--- config.mk ---
export PLATFORM = sky130hd
export DESIGN_NAME = piece_move_ctrl
export DESIGN_NICKNAME = d
export VERILOG_FILES = /design/src/rtl/piece_pkg.sv /design/src/rtl/piece_cells.sv /design/src/rtl/piece_move_ctrl.sv
export SDC_FILE = /design/constraint.sdc
export NUM_CORES = 1
export LEC_CHECK = 0
export BUFFER_PORTS_ARGS = -buffer_cell sky130_fd_sc_hd__buf_2
export CORE_MARGIN = 2
export CORE_UTILIZATION = 55
export DETAILED_ROUTE_END_ITERATION = 8
export PLACE_DENSITY_LB_ADDON = 0.08
export RECOVER_POWER = 25
export SETUP_SLACK_MARGIN = 0.5
export SLEW_MARGIN = 20
export SYNTH_ARGS = -nofsm -noshare
export SYNTH_HDL_FRONTEND = slang
export SYNTH_SLANG_ARGS = --single-unit
--- constraint.sdc ---
create_clock -name Clk -period 12.08 [get_ports Clk]
set_input_delay 1.812 -clock Clk [delete_from_list [all_inputs] [get_ports Clk]]
set_output_delay 1.812 -clock Clk [all_outputs]
set_load 0.005 [all_outputs]
--- src/rtl/piece_pkg.sv ---
// rtl/piece_pkg.sv - shared types and defaults for the falling-piece controller
package piece_pkg;

   localparam int DEF_ROWS      = 12;
   localparam int DEF_COLS      = 10;
   localparam int DEF_SPAWN_ROW = 11;
   localparam int DEF_SPAWN_COL = 4;

   typedef enum logic [2:0] {
      ST_IDLE, ST_SPAWN, ST_CHECK, ST_WAIT, ST_EVAL, ST_LAND, ST_OVER
   } state_t;

   typedef enum logic [1:0] {OP_L, OP_R, OP_D, OP_T} op_t;

   typedef enum logic [1:0] {SH_O, SH_I, SH_T, SH_L} shape_t;

   // Selector codes above the defined shapes fall back to the O piece.
   function automatic shape_t sel_to_shape(input logic [2:0] sel);
      if (sel[2]) return SH_O;
      return shape_t'(sel[1:0]);
   endfunction

endpackage

--- src/rtl/piece_cells.sv ---
// rtl/piece_cells.sv - anchor plus shape to four (row, col) cells, 4-bit wrapping
module piece_cells
   import piece_pkg::*;
(
   input  logic [3:0] i_row,
   input  logic [3:0] i_col,
   input  shape_t     i_shape,
   output logic [3:0] o_r1,
   output logic [3:0] o_c1,
   output logic [3:0] o_r2,
   output logic [3:0] o_c2,
   output logic [3:0] o_r3,
   output logic [3:0] o_c3,
   output logic [3:0] o_r4,
   output logic [3:0] o_c4
);

   logic [3:0] w_rm1, w_cm1, w_cp1, w_cp2;

   assign w_rm1 = i_row - 4'd1;
   assign w_cm1 = i_col - 4'd1;
   assign w_cp1 = i_col + 4'd1;
   assign w_cp2 = i_col + 4'd2;

   always_comb begin
      o_r1 = i_row; o_c1 = i_col;
      o_r2 = i_row; o_c2 = w_cp1;
      o_r3 = w_rm1; o_c3 = i_col;
      o_r4 = w_rm1; o_c4 = w_cp1;
      case (i_shape)
         SH_I: begin
            o_r1 = i_row; o_c1 = w_cm1;
            o_r2 = i_row; o_c2 = i_col;
            o_r3 = i_row; o_c3 = w_cp1;
            o_r4 = i_row; o_c4 = w_cp2;
         end
         SH_T: begin
            o_r1 = i_row; o_c1 = w_cm1;
            o_r2 = i_row; o_c2 = i_col;
            o_r3 = i_row; o_c3 = w_cp1;
            o_r4 = w_rm1; o_c4 = i_col;
         end
         SH_L: begin
            o_r1 = i_row; o_c1 = w_cm1;
            o_r2 = i_row; o_c2 = i_col;
            o_r3 = i_row; o_c3 = w_cp1;
            o_r4 = w_rm1; o_c4 = w_cm1;
         end
         default: ;
      endcase
   end

endmodule

--- src/rtl/piece_move_ctrl.sv ---
// rtl/piece_move_ctrl.sv - spawns, moves and lands the active piece against the board
module piece_move_ctrl
   import piece_pkg::*;
#(
   parameter int ROWS      = DEF_ROWS,
   parameter int COLS      = DEF_COLS,
   parameter int SPAWN_ROW = DEF_SPAWN_ROW,
   parameter int SPAWN_COL = DEF_SPAWN_COL
) (
   input  logic                 Clk,
   input  logic                 Reset_n,
   input  logic                 gen_flag,
   input  logic                 q_ini,
   input  logic [2:0]           piece_sel,
   input  logic                 btn_left,
   input  logic                 btn_right,
   input  logic                 btn_down,
   input  logic                 drop_tick,
   input  logic [ROWS*COLS-1:0] arr_flat,
   output logic [3:0]           x1,
   output logic [3:0]           y1,
   output logic [3:0]           x2,
   output logic [3:0]           y2,
   output logic [3:0]           x3,
   output logic [3:0]           y3,
   output logic [3:0]           x4,
   output logic [3:0]           y4,
   output logic                 bottom_flag,
   output logic                 top_flag,
   output logic                 active
);

   localparam int         IW      = $clog2(ROWS*COLS);
   localparam logic [3:0] ROWS_L  = 4'(ROWS);
   localparam logic [3:0] COLS_L  = 4'(COLS);
   localparam logic [3:0] SPAWN_R = 4'(SPAWN_ROW);
   localparam logic [3:0] SPAWN_C = 4'(SPAWN_COL);

   state_t     r_state;
   shape_t     r_shape;
   op_t        r_op;
   logic [3:0] r_row, r_col, r_cand_row, r_cand_col;
   logic [3:0] r_pend;
   logic       r_bottom, r_top, r_active;

   logic [3:0] w_cr1, w_cc1, w_cr2, w_cc2, w_cr3, w_cc3, w_cr4, w_cc4;
   logic [3:0] w_req, w_pick;
   op_t        w_pick_op;
   logic       w_cur_free, w_cand_free;

   // Out-of-board cells (including wrap to 15) never index the array.
   function automatic logic cell_blocked(input logic [3:0] r, input logic [3:0] c,
                                         input logic [ROWS*COLS-1:0] arr);
      logic [IW-1:0] idx;
      idx = IW'(r * COLS + c);
      if (r >= ROWS_L || c >= COLS_L) return 1'b1;
      return arr[idx];
   endfunction

   piece_cells u_cur (
      .i_row(r_row), .i_col(r_col), .i_shape(r_shape),
      .o_r1(x1), .o_c1(y1), .o_r2(x2), .o_c2(y2),
      .o_r3(x3), .o_c3(y3), .o_r4(x4), .o_c4(y4)
   );

   piece_cells u_cand (
      .i_row(r_cand_row), .i_col(r_cand_col), .i_shape(r_shape),
      .o_r1(w_cr1), .o_c1(w_cc1), .o_r2(w_cr2), .o_c2(w_cc2),
      .o_r3(w_cr3), .o_c3(w_cc3), .o_r4(w_cr4), .o_c4(w_cc4)
   );

   assign w_cur_free  = !(cell_blocked(x1, y1, arr_flat) || cell_blocked(x2, y2, arr_flat) ||
                          cell_blocked(x3, y3, arr_flat) || cell_blocked(x4, y4, arr_flat));
   assign w_cand_free = !(cell_blocked(w_cr1, w_cc1, arr_flat) || cell_blocked(w_cr2, w_cc2, arr_flat) ||
                          cell_blocked(w_cr3, w_cc3, arr_flat) || cell_blocked(w_cr4, w_cc4, arr_flat));

   assign w_req = {drop_tick, btn_down, btn_right, btn_left}
                  & {4{(r_state != ST_IDLE) && (r_state != ST_OVER)}};

   always_comb begin
      w_pick    = 4'b0000;
      w_pick_op = OP_L;
      if (r_pend[0])      begin w_pick = 4'b0001; w_pick_op = OP_L; end
      else if (r_pend[1]) begin w_pick = 4'b0010; w_pick_op = OP_R; end
      else if (r_pend[2]) begin w_pick = 4'b0100; w_pick_op = OP_D; end
      else if (r_pend[3]) begin w_pick = 4'b1000; w_pick_op = OP_T; end
   end

   always_ff @(posedge Clk or negedge Reset_n) begin
      if (!Reset_n) begin
         r_state    <= ST_IDLE;
         r_shape    <= SH_O;
         r_op       <= OP_L;
         r_row      <= SPAWN_R;
         r_col      <= SPAWN_C;
         r_cand_row <= SPAWN_R;
         r_cand_col <= SPAWN_C;
         r_pend     <= 4'b0000;
         r_bottom   <= 1'b0;
         r_top      <= 1'b0;
         r_active   <= 1'b0;
      end else if (q_ini) begin
         r_state  <= ST_IDLE;
         r_pend   <= 4'b0000;
         r_bottom <= 1'b0;
         r_top    <= 1'b0;
         r_active <= 1'b0;
      end else begin
         r_bottom <= 1'b0;
         r_pend   <= r_pend | w_req;
         case (r_state)
            ST_IDLE: if (gen_flag) begin
               r_shape <= sel_to_shape(piece_sel);
               r_state <= ST_SPAWN;
            end
            ST_SPAWN: begin
               r_row   <= SPAWN_R;
               r_col   <= SPAWN_C;
               r_pend  <= 4'b0000;
               r_state <= ST_CHECK;
            end
            ST_CHECK: begin
               if (w_cur_free) begin
                  r_state  <= ST_WAIT;
                  r_active <= 1'b1;
               end else begin
                  r_state <= ST_OVER;
                  r_top   <= 1'b1;
               end
            end
            ST_WAIT: if (|r_pend) begin
               r_op       <= w_pick_op;
               r_cand_row <= (w_pick_op == OP_D || w_pick_op == OP_T) ? r_row - 4'd1 : r_row;
               r_cand_col <= (w_pick_op == OP_L) ? r_col - 4'd1 :
                             (w_pick_op == OP_R) ? r_col + 4'd1 : r_col;
               r_pend     <= (r_pend & ~w_pick) | w_req;
               r_state    <= ST_EVAL;
            end
            ST_EVAL: begin
               if (w_cand_free) begin
                  r_row   <= r_cand_row;
                  r_col   <= r_cand_col;
                  r_state <= ST_WAIT;
               end else if (r_op == OP_D || r_op == OP_T) begin
                  r_state  <= ST_LAND;
                  r_bottom <= 1'b1;
                  r_active <= 1'b0;
               end else begin
                  r_state <= ST_WAIT;
               end
            end
            ST_LAND: r_state <= ST_IDLE;
            ST_OVER: r_state <= ST_OVER;
            default: r_state <= ST_IDLE;
         endcase
      end
   end

   assign bottom_flag = r_bottom;
   assign top_flag    = r_top;
   assign active      = r_active;

endmodule

== After elaboration in Yosys (flattened, before gate mapping) ==
Cells that the tools add are included.
Storage, ports and cells
  output and inout bits: 35
  input bits: 131
  bits in registers: 30
  logic and storage cells: 208
Operators by class
  reductions and logical operators: 32
  $lt $le $gt $ge: 22
  bitwise gates (word level): 6
  add/subtract/negate cells: 16
  equality and inequality tests: 20
  multipliers: 6
  multiplexer cells: 95
Operators with widths (number)
  2-to-1 mux 4 bit: 21
  less-than comparator 7 x 8 -> 1 bit, second input constant: 8
  adder 7 x 4 -> 7 bit: 8
  binary-select mux 1 bit (select 7 bit): 8
  greater-or-equal comparator 4 bit, second input constant: 14
  2-to-1 mux 1 bit: 47
  multiplier 4 x 3 -> 6 bit, second input constant: 6
  case mux 4 bit (2 select lines): 3
  case mux 4 bit (3 select lines): 2
  2-to-1 mux 3 bit: 6
  != test 3 bit, second input constant: 6
  case mux 3 bit (6 select lines): 1
  logical OR 1 bit: 16
  subtractor 4 x 1 -> 4 bit, second input constant: 4
  == test 2 bit, second input constant: 6
  2-to-1 mux 2 bit: 6
  AND reduction 3 bit: 3
  adder 4 x 1 -> 4 bit, second input constant: 2
  adder 4 x 2 -> 4 bit, second input constant: 2
  AND 4 bit: 2
  bitwise OR 4 bit: 2
  == test 3 x 2 -> 1 bit, second input constant: 2
  == test 3 bit, second input constant: 2
  nonzero test 2 bit: 3
  other kinds (14): 17

== Logic depth before layout (Yosys ltp) ==
  word-level depth: 13
  mapped depth: 22
  depth with buffers taken out: 18

== By module ==
Synthesis repeated with hierarchy kept, for this count alone.
Second synthesis, totals
  cell total of the unflattened synthesis: 1132
  area, all modules: 12688.4 µm²
By module, submodules not included
  piece_move_ctrl: cells each 970, seq. area each 735.7 µm², area an instance 11547.3 µm², instances 1
  piece_cells: cells each 81, seq. area each 0.0 µm², area an instance 570.5 µm², instances 2

== Worst setup path after synthesis ==
Ideal clock, no wire load.
  path kind: register -> register
  start point: register r_shape[1]
  end point: register r_top (netlist: top_flag)
  arrival: 4.615 ns
  buffers on the path: 4
  stages on the path, launching flop included: 18
  path slack: 7.344 ns
  cell sequence: dfrtp_1 buf_6 nor2_8 clkbuf_1 clkbuf_1 nand2_1 o21ai_0 ha_1 inv_1 fa_1 xnor2_1 clkbuf_1 mux4_2 mux4_2 or3_1 a31oi_1 nand4_1 a32o_1
On the way
  longest elaborated chain between the ends: 12
  elaborated cells between the ends (all ways): 47
Ends and longest elaborated chain
  from (decl): RTL line piece_move_ctrl.sv:40  | shape_t r_shape;
  from (signal assigned): RTL line piece_move_ctrl.sv:113  | r_shape <= sel_to_shape(piece_sel);
  == test 2 x 1 -> 1 bit / == test 2 bit (equally long branches): RTL line piece_cells.sv:30  | case (i_shape)
  OR reduction 3 bit (no line) *
  2-to-1 mux 4 bit *: RTL line piece_cells.sv:30
  named net y2[1]: RTL line piece_move_ctrl.sv:23  | output logic [3:0] y2,
  adder 7 x 4 -> 7 bit / greater-or-equal comparator 4 bit (equally long branches): RTL line piece_move_ctrl.sv:55, piece_move_ctrl.sv:56
  binary-select mux 1 bit (select 7 bit) / logical OR 1 bit (equally long branches): RTL line piece_move_ctrl.sv:57, piece_move_ctrl.sv:56
  2-to-1 mux 1 bit (on tied branches): RTL line piece_move_ctrl.sv:57, piece_move_ctrl.sv:56
  2-to-1 mux 1 bit *: RTL line piece_move_ctrl.sv:57  | return arr[idx];
  logical OR 1 bit * (2 in series): RTL line piece_move_ctrl.sv:72  | assign w_cur_free = !(cell_blocked(x1, y1, arr_flat) || cell_blocked(x2, y2, arr_flat) ||
  logical OR 1 bit *: RTL line piece_move_ctrl.sv:73  | cell_blocked(x3, y3, arr_flat) || cell_blocked(x4, y4, arr_flat));
  nonzero test 2 bit (no line) *
  AND reduction 2 bit (no line) *
  to (signal assigned): RTL line piece_move_ctrl.sv:100  | r_top <= 1'b0;
  to (signal assigned): RTL line piece_move_ctrl.sv:106  | r_top <= 1'b0;
  to (signal assigned): RTL line piece_move_ctrl.sv:128  | r_top <= 1'b1;
  to (decl): RTL line piece_move_ctrl.sv:44  | logic r_bottom, r_top, r_active;
Mark *: on every way through the listed nets, which the timed path passes. The rest lies on a longest branch. The select of a mux whose other input is x is not followed.
A chain may end at the register's enable or synchronous reset.

== Final worst setup path ==
  start point: register r_col[0]
  end point: register r_state[2]
On the way
  longest elaborated chain between the ends: 12
  elaborated cells between the ends (all ways): 41
Ends and longest elaborated chain
  from (decl): RTL line piece_move_ctrl.sv:42  | logic [3:0] r_row, r_col, r_cand_row, r_cand_col;
  from (signal assigned): RTL line piece_move_ctrl.sv:142  | r_col <= r_cand_col;
  subtractor 4 x 1 -> 4 bit / adder 4 x 1 -> 4 bit (equally long branches): RTL line piece_cells.sv:21, piece_cells.sv:22
  2-to-1 mux 4 bit: RTL line piece_cells.sv:30
  adder 7 x 4 -> 7 bit / greater-or-equal comparator 4 bit (equally long branches): RTL line piece_move_ctrl.sv:55, piece_move_ctrl.sv:56
  binary-select mux 1 bit (select 7 bit) / logical OR 1 bit (equally long branches): RTL line piece_move_ctrl.sv:57, piece_move_ctrl.sv:56
  2-to-1 mux 1 bit (on tied branches): RTL line piece_move_ctrl.sv:57, piece_move_ctrl.sv:56
  2-to-1 mux 1 bit: RTL line piece_move_ctrl.sv:57
  logical OR 1 bit (2 in series): RTL line piece_move_ctrl.sv:72
  logical OR 1 bit *: RTL line piece_move_ctrl.sv:73
  2-to-1 mux 3 bit *: RTL line piece_move_ctrl.sv:123  | if (w_cur_free) begin
  case mux 3 bit (6 select lines) *: RTL line piece_move_ctrl.sv:111  | case (r_state)
  2-to-1 mux 3 bit *: RTL line piece_move_ctrl.sv:102  | end else if (q_ini) begin
  to (signal assigned): RTL line piece_move_ctrl.sv:103  | r_state <= ST_IDLE;
  to (signal assigned): RTL line piece_move_ctrl.sv:114  | r_state <= ST_SPAWN;
  to (signal assigned): RTL line piece_move_ctrl.sv:124  | r_state <= ST_WAIT;
  to (decl): RTL line piece_move_ctrl.sv:39  | state_t r_state;
Every way passes the cells marked *; elsewhere a longest branch is shown, timed or not. The select of a mux whose other input is x is not followed.

==> Flow_metrics.wiki <==
{| class="wikitable"
! Metric !! Value
|-
| CTS hold repair buffers || 0
|-
| Cells after Synth || ~1400
|-
| Vias || roughly 14000
|-
| Mux share of post-synthesis cell area || 0.396
|-
| Post-Syn Area per Cell || a little over 9 µm²
|-
| Number of enable-type register cells in the synthesized netlist || 0
|-
| TritonCTS Sinks || 29
|-
| Clock-pin slew on the worst setup and hold paths || 0.05 ns
|-
| Maximum buffer depth of the clock tree || 2
|-
| Fin Hold WS || roughly 0.5 ns
|-
| Post-DP HPWL || roughly 42000 µm
|-
| Number of buffers added by the clock tree synthesis step || 5
|-
| Sequential share of the synthesized area || 0.0579
|-
| First-pass GRT wire length || roughly 83000 µm
|-
| Number of setup violations in the final report || 0
|-
| Top_reg_cell synth || sky130_fd_sc_hd__dfrtp_1
|-
| Die width || ~160 µm
|-
| Global route hottest layer || met2
|-
| CTS tree || yes
|-
| Critical path's largest stage delay || roughly 0.86 ns
|-
| Yosys Warn Count || 0
|-
| Adder-Cell Fraction of Synth Area || 0.0752
|-
| Die area || between 20000 and 25000 µm²
|-
| Final worst path period need || 6.13 ns
|-
| Total number of nets in the final design || 1651
|-
| Number of core rows || 55
|-
| CTS Root Cell || sky130_fd_sc_hd__clkbuf_16
|-
| Effective utilization at floorplan || 0.562
|-
| Worst clock skew || roughly 0.0016 ns
|-
| Boundary pin count || 166
|-
| Violations in the final reports || capacitance limit, slew limit
|-
| Number of antenna violations at the first check in global routing || 0
|-
| Type of the most critical hold path || reg -> reg
|-
| Post-CTS Setup Bufs || 0
|-
| Run status || complete, but fails checks
|-
| Vias per inst || ~8
|-
| Met2 Use GR || 0.701
|-
| Number of buffers added on ports || 165
|-
| Fill cell total of the finished layout || 2039
|-
| Area used by sequential logic in the layout || roughly 740 µm²
|-
| Total global-route track usage || 0.453
|-
| Routability-driven placement congestion ratio || approximately 1.0
|-
| Cell area after synthesis || ~13000 µm²
|-
| Tightest Pin Transition || between 1.5 and 2 ns
|-
| Distinct cell type count of the synthesized netlist || 85
|-
| Unrepaired setup endpoints after global routing || no
|-
| Remaining global-route overflow || 0
|-
| Highest fanout seen on the critical path || 30
|-
| Worst setup path class || reg -> reg
|-
| Crit path launch type || flop
|-
| Global routing met1 resource utilization || 0.566
|-
| Max Slew Vio Count || 30
|-
| Dominant combinational cell family by area after synthesis || multiplexers
|-
| Combined area of the multi-input logic cells || between 10000 and 15000 µm²
|-
| Post-route ant nets || 0
|-
| Layout cell share with drive strength beyond 1 || 0.299
|-
| Yosys reg bits || 29
|-
| Drt pass-1 iters || 8
|-
| Final period util || 0.507
|-
| Share of Yosys cell area claimed by the top area cell type || 0.335
|-
| Total negative slack for setup checks || 0 ns
|-
| Required time of the critical path || between 10 and 15 ns
|-
| CTS H-tree depth || 2
|-
| Max transition margin || -0.0419
|-
| Die boundary height || 156 µm
|-
| Type of element capturing the critical path || flop
|-
| Maximum number of pins on one net before global-route repair || 48
|-
| Total routed wirelength || around 55000 µm
|-
| Xor-xnor portion of the synthesized cell area || 0.0706
|-
| WL per Instance || ~32 µm
|-
| Initial detailed-routing violation count || 2183
|-
| Proportion of synthesized flip-flops having asynchronous set or reset || 1.00
|-
| Dominant cell type by area after synthesis || sky130_fd_sc_hd__mux4_2
|-
| PostCTS Resize Cnt || 0
|-
| Number of violations of the max-capacitance limit || 1
|-
| Cells along the critical path || clkinv_1, ha_1, nand2_1, nand2_1, ha_1, fa_1, xor2_4, mux4_2, mux4_2, and2_1, o41ai_1, a21oi_1, nor4_1, nand4_1, o31a_1
|-
| Final Hold Viols || 0
|-
| Arr. time, crit path || between 6 and 7 ns
|-
| Clk Latency, worst-skew pair || around 0.28 ns
|-
| Via count of the first global-routing pass || roughly 13000
|-
| Core footprint || between 20000 and 25000 µm²
|-
| Largest cells by area after synthesis || sky130_fd_sc_hd__mux4_2 33%, sky130_fd_sc_hd__nand2_1 5.6%, sky130_fd_sc_hd__ha_1 5.3%
|-
| Achievable clock frequency || around 160 MHz
|-
| Synthesized netlist net count || 1576
|-
| Post-route DRC violation count || 0
|-
| Simple-gate share of the synthesized area || 0.163
|-
| Compound-gate portion of the synthesized area || 0.178
|-
| Antenna Diode Count || 0
|-
| Met3 track demand over resource in global routing || 0.120
|-
| Leading cell types in the layout, fill and taps excluded || 189 x sky130_fd_sc_hd__nand2_1, 189 x sky130_fd_sc_hd__mux4_2, 164 x sky130_fd_sc_hd__buf_2
|-
| Layout Area Growth over Synthesis || 7.94%
|-
| Slowest-stage cell, CP || sky130_fd_sc_hd__xor2_4
|}
## cell families (layout without fill, tap and decap cells)
logic type / Yosys count / count (layout)
AO/OA/AOI/OAI: 319 / 319
multiplexers: 265 / 265
XOR/XNOR: 95 / 95
AND/OR/NAND/NOR: 432 / 432
flip-flops: 29 / 29
buffers and inverters: 169 / 245
adder cells (fa/ha/maj): 68 / 68
## critical path: cells and delay by family, from the launching register on
| kind | cells | cell delay (ns) |
|---|---|---|
| compound gates | 3 | 0.85 |
| xor+xnor | 1 | 0.86 |
| fa+ha+maj | 3 | 1.20 |
| buf+inv | 1 | 0.41 |
| flops | 1 | 0.66 |
| mux | 2 | 0.89 |
| simple gates | 5 | 1.12 |
## sequential cells by signal (all words and copies together) (netlist names)
name,count
active,1
r_pend,4
r_op,1
r_col,4
r_row,4
r_shape,2
bottom_flag,1
r_state,3
r_cand_col,4
r_cand_row,4
top_flag,1
## worst paths after layout
kind / start / to / slack [ns] / depth (start not counted)
hold reg to reg: top_flag / top_flag / 0.50 / 1
setup reg to reg: r_col[0] / r_state[2] / 5.95 / 15
setup / recovery: r_col[0] / r_state[2] / 5.95 / 15
min in group asynchronous: Reset_n / r_row[2] / 1.91 / 1
max in group asynchronous: Reset_n / r_state[0] / 9.25 / 1
hold / removal: top_flag / top_flag / 0.50 / 1
## final cells by class
| type | instances | area share |
|---|---|---|
| Multi-Input combinational cell | 1179 | 0.823 |
| Timing Repair Buffer | 187 | 0.0721 |
| Sequential cell | 29 | 0.0536 |
| Tap cell | 285 | 0.0260 |
| Inverter | 50 | 0.0137 |
| Clock buffer | 7 | 0.0111 |
| Clock inverter | 1 | 0.000365 |
## routing by layer
metal | wire length, µm | vias up
met2 | 24200 | 1350
li1 | - | 5634
met4 | 4510 | 0
met1 | 18800 | 6637
met5 | 0 | -
met3 | 7940 | 348
## cells in the mapped netlist (5+ instances only)
library cell / instances
sky130_fd_sc_hd__nand3_1: 46
sky130_fd_sc_hd__and2_1: 5
sky130_fd_sc_hd__nor2_1: 57
sky130_fd_sc_hd__buf_2: 19
sky130_fd_sc_hd__mux4_2: 189
sky130_fd_sc_hd__o211ai_1: 11
sky130_fd_sc_hd__buf_4: 15
sky130_fd_sc_hd__o311ai_0: 8
sky130_fd_sc_hd__o2111ai_1: 7
sky130_fd_sc_hd__dfrtp_1: 21
sky130_fd_sc_hd__xnor2_1: 61
sky130_fd_sc_hd__and3_1: 13
sky130_fd_sc_hd__o21ai_0: 56
sky130_fd_sc_hd__buf_6: 6
sky130_fd_sc_hd__inv_1: 46
sky130_fd_sc_hd__or2_2: 6
sky130_fd_sc_hd__nand4_1: 17
sky130_fd_sc_hd__o22ai_1: 21
sky130_fd_sc_hd__a31oi_1: 22
sky130_fd_sc_hd__or3_1: 8
sky130_fd_sc_hd__a221oi_1: 9
sky130_fd_sc_hd__nor4_1: 8
sky130_fd_sc_hd__a22o_1: 6
sky130_fd_sc_hd__dfstp_2: 8
sky130_fd_sc_hd__nand2b_1: 15
sky130_fd_sc_hd__a21oi_1: 44
sky130_fd_sc_hd__nor2b_1: 13
sky130_fd_sc_hd__a211oi_1: 22
sky130_fd_sc_hd__a22oi_1: 13
sky130_fd_sc_hd__clkbuf_1: 73
sky130_fd_sc_hd__a21o_1: 13
sky130_fd_sc_hd__nor3_1: 33
sky130_fd_sc_hd__nand2_1: 189
sky130_fd_sc_hd__xor2_1: 29
sky130_fd_sc_hd__buf_1: 6
sky130_fd_sc_hd__mux2i_1: 64
sky130_fd_sc_hd__ha_1: 54
sky130_fd_sc_hd__a2111oi_0: 10
sky130_fd_sc_hd__a311oi_1: 11
sky130_fd_sc_hd__mux2_2: 12
sky130_fd_sc_hd__o41ai_1: 5
sky130_fd_sc_hd__fa_1: 14
sky130_fd_sc_hd__o221ai_1: 14
## stage by stage
step,area (µm²),utilization,std cells,setup WS (ns)
floorplan,12700,-,1377,7.34
global placement,13500,0.598,1730,6.28
detailed placement,13500,0.598,1730,6.09
CTS,13700,0.605,1738,6.09
global route,13700,0.606,1738,5.63
finish,13700,0.606,1738,5.95
Power is not shown: default switching activity piles up to over one toggle a cycle in this logic, so the estimate is an artifact.
